### config.mk
export PLATFORM = sky130hd
export DESIGN_NAME = serial_sub_n
export DESIGN_NICKNAME = d
export VERILOG_FILES = /design/src/rtl/sub_pkg.sv /design/src/rtl/full_sub_cell.sv /design/src/rtl/serial_sub_n.sv
export SDC_FILE = /design/constraint.sdc
export NUM_CORES = 1
export LEC_CHECK = 0
export ABC_AREA = 1
export CAP_MARGIN = 20
export CORE_UTILIZATION = 50
export CTS_CLUSTER_DIAMETER = 120
export DETAILED_ROUTE_END_ITERATION = 8
export PLACE_DENSITY = 0.81
export SETUP_SLACK_MARGIN = 0.15
export SYNTH_ARGS = -nofsm -noshare
export SYNTH_HDL_FRONTEND = slang
export SYNTH_SLANG_ARGS = --single-unit
### constraint.sdc
create_clock -name clk -period 1.7 [get_ports clk]
set_input_delay 0.17 -clock clk [delete_from_list [all_inputs] [get_ports clk]]
set_output_delay 0.17 -clock clk [all_outputs]
set_load 0.02 [all_outputs]
### src/rtl/sub_pkg.sv
// Shared types and limits for the serial subtractor family.
package sub_pkg;

    typedef enum logic {
        IDLE = 1'b0,
        RUN  = 1'b1
    } sub_state_t;

    localparam int unsigned SUB_MAX_WIDTH = 64;

endpackage

### src/rtl/full_sub_cell.sv
// One-bit full subtractor: d = a - b - bin, bout = borrow out.
module full_sub_cell (
    input  logic a,
    input  logic b,
    input  logic bin,
    output logic d,
    output logic bout
);

    assign d    = a ^ b ^ bin;
    assign bout = (~a & b) | (~(a ^ b) & bin);

endmodule

### src/rtl/serial_sub_n.sv
// Bit-serial WIDTH-bit subtractor: one full-subtractor cell reused LSB first,
// with start/busy/done handshake and registered diff/bout/ovf.
module serial_sub_n
    import sub_pkg::*;
#(
    parameter int unsigned WIDTH = 8
) (
    input  logic             clk,
    input  logic             rst_n,
    input  logic             start,
    input  logic [WIDTH-1:0] a,
    input  logic [WIDTH-1:0] b,
    input  logic             bin,
    output logic             busy,
    output logic             done,
    output logic [WIDTH-1:0] diff,
    output logic             bout,
    output logic             ovf
);

    localparam int unsigned CW = (WIDTH > 1) ? $clog2(WIDTH) : 1;
    localparam logic [CW-1:0] LAST = CW'(WIDTH - 1);

    if (WIDTH < 2 || WIDTH > SUB_MAX_WIDTH) begin : g_width_check
        $error("serial_sub_n: WIDTH out of range");
    end

    sub_state_t       state_q, state_d;
    logic [CW-1:0]    cnt_q, cnt_d;
    logic [WIDTH-1:0] a_sh_q, a_sh_d;
    logic [WIDTH-1:0] b_sh_q, b_sh_d;
    logic [WIDTH-1:0] res_q, res_d;
    logic             br_q, br_d;
    logic [WIDTH-1:0] diff_q, diff_d;
    logic             bout_q, bout_d;
    logic             ovf_q, ovf_d;
    logic             done_q, done_d;

    logic             cell_d;
    logic             cell_bout;

    full_sub_cell u_cell (
        .a    (a_sh_q[0]),
        .b    (b_sh_q[0]),
        .bin  (br_q),
        .d    (cell_d),
        .bout (cell_bout)
    );

    always_ff @(posedge clk or negedge rst_n) begin
        if (!rst_n) begin
            state_q <= IDLE;
            cnt_q   <= '0;
            a_sh_q  <= '0;
            b_sh_q  <= '0;
            res_q   <= '0;
            br_q    <= 1'b0;
            diff_q  <= '0;
            bout_q  <= 1'b0;
            ovf_q   <= 1'b0;
            done_q  <= 1'b0;
        end else begin
            state_q <= state_d;
            cnt_q   <= cnt_d;
            a_sh_q  <= a_sh_d;
            b_sh_q  <= b_sh_d;
            res_q   <= res_d;
            br_q    <= br_d;
            diff_q  <= diff_d;
            bout_q  <= bout_d;
            ovf_q   <= ovf_d;
            done_q  <= done_d;
        end
    end

    always_comb begin
        state_d = state_q;
        cnt_d   = cnt_q;
        a_sh_d  = a_sh_q;
        b_sh_d  = b_sh_q;
        res_d   = res_q;
        br_d    = br_q;
        diff_d  = diff_q;
        bout_d  = bout_q;
        ovf_d   = ovf_q;
        done_d  = 1'b0;

        case (state_q)
            IDLE: begin
                if (start) begin
                    a_sh_d  = a;
                    b_sh_d  = b;
                    br_d    = bin;
                    cnt_d   = '0;
                    state_d = RUN;
                end
            end
            RUN: begin
                a_sh_d = a_sh_q >> 1;
                b_sh_d = b_sh_q >> 1;
                br_d   = cell_bout;
                res_d  = {cell_d, res_q[WIDTH-1:1]};
                cnt_d  = cnt_q + 1'b1;
                if (cnt_q == LAST) begin
                    // On the last bit the shifters' LSBs hold the operand sign bits
                    // and cell_d is the result sign bit.
                    state_d = IDLE;
                    cnt_d   = '0;
                    diff_d  = {cell_d, res_q[WIDTH-1:1]};
                    bout_d  = cell_bout;
                    ovf_d   = (a_sh_q[0] != b_sh_q[0]) & (cell_d != a_sh_q[0]);
                    done_d  = 1'b1;
                end
            end
            default: state_d = IDLE;
        endcase
    end

    assign busy = (state_q == RUN);
    assign done = done_q;
    assign diff = diff_q;
    assign bout = bout_q;
    assign ovf  = ovf_q;

endmodule

==> flow_metrics.env <==
export IMPL_status="complete, no violations"
export IMPL_syn_cell_area_mm2=0.00169
export IMPL_synth_flop_cell="dfrtp_1"
export IMPL_irDropWorstVdd_mv=0.716
export IMPL_cts_setup_buffers=0
export IMPL_clock_fmax_mhz=670
export IMPL_critical_path_class="reg2out"
export IMPL_final_nets=239
export IMPL_worstSkewPairLatency_ps=350
export IMPL_tns_ps=0
export IMPL_p_per_area_mw_per_mm2=1750
export IMPL_grt_overflow=0
export IMPL_antenna_found_initial=0
export IMPL_dr_first_iter_drc_count=65
export IMPL_multi_input_area_um2=603
export IMPL_synth_edf_count=0
export IMPL_die_x_um=60.1
export IMPL_cp_top_family="buffers and inverters"
export IMPL_dr_pass1_iters=4
export IMPL_syn_nets=205
export IMPL_grtUsageTotal_pct=21.3
export IMPL_fin_cells=260
export IMPL_rsz0062_at_grt="false"
export IMPL_crit_path_max_fanout=2
export IMPL_timing_final_crit_share_pct=87.8
export IMPL_yosysWarnings=0
export IMPL_cts_tree="done"
export IMPL_async_flop_share_pct=100
export IMPL_yosysMostFrequentCell="nand2_1"
export IMPL_final_antenna_net_count=0
export IMPL_start_util_pct=54.0
export IMPL_hold_viol_final=0
export IMPL_avgRoutedWirePerCell_um=12.3
export IMPL_leakage_nw=1.11
export IMPL_post_dp_hpwl_um=2230
export IMPL_rows=20
export IMPL_place_area_mm2=0.00200
export IMPL_post_route_worst_setup_slack_ps=207
export IMPL_dp_cells=251
export IMPL_utilization_pct=67.5
export IMPL_hp_class="in2reg"
export IMPL_grt_pass1_vias=1305
export IMPL_die_area_mm2=0.00361
export IMPL_core_mm2=0.00313
export IMPL_clock_sinks=39
export IMPL_cts_made_buffers=5
export IMPL_cts_max_path_buffers=2
export IMPL_maxSlewHeadroom_pct=67.6
export IMPL_finalWorstPathRequiredPeriod_ps=1490
export IMPL_root_buffer="clkbuf_4"
export IMPL_crit_chain="clkdlybuf4s50_1"
export IMPL_grt_pass1_wl_um=5550
export IMPL_cp_arrival_ps=1320
export IMPL_slowest_stage="clkdlybuf4s50_1"
export IMPL_htree_num_levels=2
export IMPL_slew_violations=0
export IMPL_vias=1273
export IMPL_area_growth_pct=25.1
export IMPL_synth_top_area_share_pct=57.8
export IMPL_seq_area_um2=976
export IMPL_die_h_um=60.1
export IMPL_synthCells=181
export IMPL_ys_ff_latch=39
export IMPL_fillers=277
export IMPL_antenna_cells=0
export IMPL_synth_area_leaders="dfrtp_1 58%, nand2_1 18%, nand3_1 4.7%"
export IMPL_path_buf_inv=1
export IMPL_yosysSeqAreaShare_pct=57.8
export IMPL_grt_max_degree=40
export IMPL_post_route_drc_count=0
export IMPL_setup_violations=0
export IMPL_cp_end_kind="output pin"
export IMPL_syn_avg_cell_area_um2=9.33
export IMPL_maxCapViolCount=0
export IMPL_io_pin_count=32
export IMPL_skew_ps=11.0
export IMPL_ys_top_cells_by_count="83 x nand2_1, 39 x dfrtp_1, 16 x nand3_1, 9 x inv_1, 7 x o21ai_2"
export IMPL_path_clk_slew_ps=120
export IMPL_placement_io_buffers=31
export IMPL_max_stage_delay_ps=600
export IMPL_via_per_inst=4.90
export IMPL_worstSetupStartpointType="register"
export IMPL_finalWeightedCongestion=0.726
export IMPL_cp_required_ps=1530
export IMPL_synth_top_area_cell="dfrtp_1"
export IMPL_yosysUniqueCellTypes=16
export IMPL_drive_gt1_share_pct=10.6
export IMPL_routed_wirelength_um=3190
export IMPL_pre_cts_ws_ps=308
export IMPL_fin_area_mm2=0.00211
export IMPL_worst_slew_pin_slew_ps=485
==> per-stage QoR <==
stage | power (mW) | hold slack [ps]
floorplan | 2.62 | -126
global route | 4.01 | 373
CTS | 3.76 | 338
finish | 3.70 | 341
detailed placement | 3.10 | 250
global placement | 3.00 | 240
==> where the power goes <==
group	switching, mW	internal [mW]
clock	0.305	0.348
combinational	0.895	0.623
sequential	0.215	1.32
==> layer usage <==
layer  wire length (µm)  share of wire (%)  track usage [%]
met4                 82                2.6             10.3
met1               1350                 42             24.8
met3                157                4.9             6.06
met2               1590                 50             35.8
met5                  0                  0                0
==> repair_timing <==
action	4_1_cts	5_1_grt
setup endpoints to repair	0	6
hold endpoints to repair	39	0
hold buffers	1	0
resized for setup	0	6
==> flip-flops by register name, indices dropped and copies added (netlist names) <==
name / cells
a_sh_q: 8
ovf: 1
busy: 1
cnt_q: 3
res_q: 7
done: 1
bout: 1
diff: 8
b_sh_q: 8
br_q: 1
==> cell families after synthesis <==
logic type,after synthesis,share of synthesized area (%)
AO/OA/AOI/OAI,14,5.71
flip-flops,39,57.8
AND/OR/NAND/NOR,106,26.6
adder cells (fa/ha/maj),4,3.41
buffers and inverters,18,6.45
==> path summary, 6_finish.rpt <==
kind / startpoint / end / slack [ps] / cells after the start
min reg2reg: res_q[6]$_DFFE_PN0P_ / res_q[5]$_DFFE_PN0P_ / 490 / 2
min: a[7] / a_sh_q[7]$_DFFE_PN0P_ / 340 / 3
max: diff[7]$_DFFE_PN0P_ / diff[7] / 210 / 1
max reg2reg: cnt_q[0]$_DFFE_PN0P_ / diff[6]$_DFFE_PN0P_ / 300 / 6
max in group asynchronous: rst_n / b_sh_q[4]$_DFFE_PN0P_ / 970 / 3
min in group asynchronous: rst_n / res_q[1]$_DFFE_PN0P_ / 380 / 3
==> layout make-up <==
cell class                      count  area share [%]
Sequential cell                    39            46.2
Tap cell                           44            2.61
Inverter                           10            1.78
Timing Repair Buffer               35            16.7
Clock buffer                        6            2.43
Multi-Input combinational cell    124            28.6
Clock inverter                      2            1.66
==> cells in the final DEF, fill, tap and decap left out, types with 4 or more instances in the layout <==
cell	count
clkbuf_4	5
nor2_1	4
dfrtp_1	39
nand2_1	83
o21ai_2	7
o21ai_0	6
inv_1	9
dlymetal6s2s_1	6
clkdlybuf4s50_1	24
nand3_1	16
No activity file was read; power rests on OpenSTA's default activity.
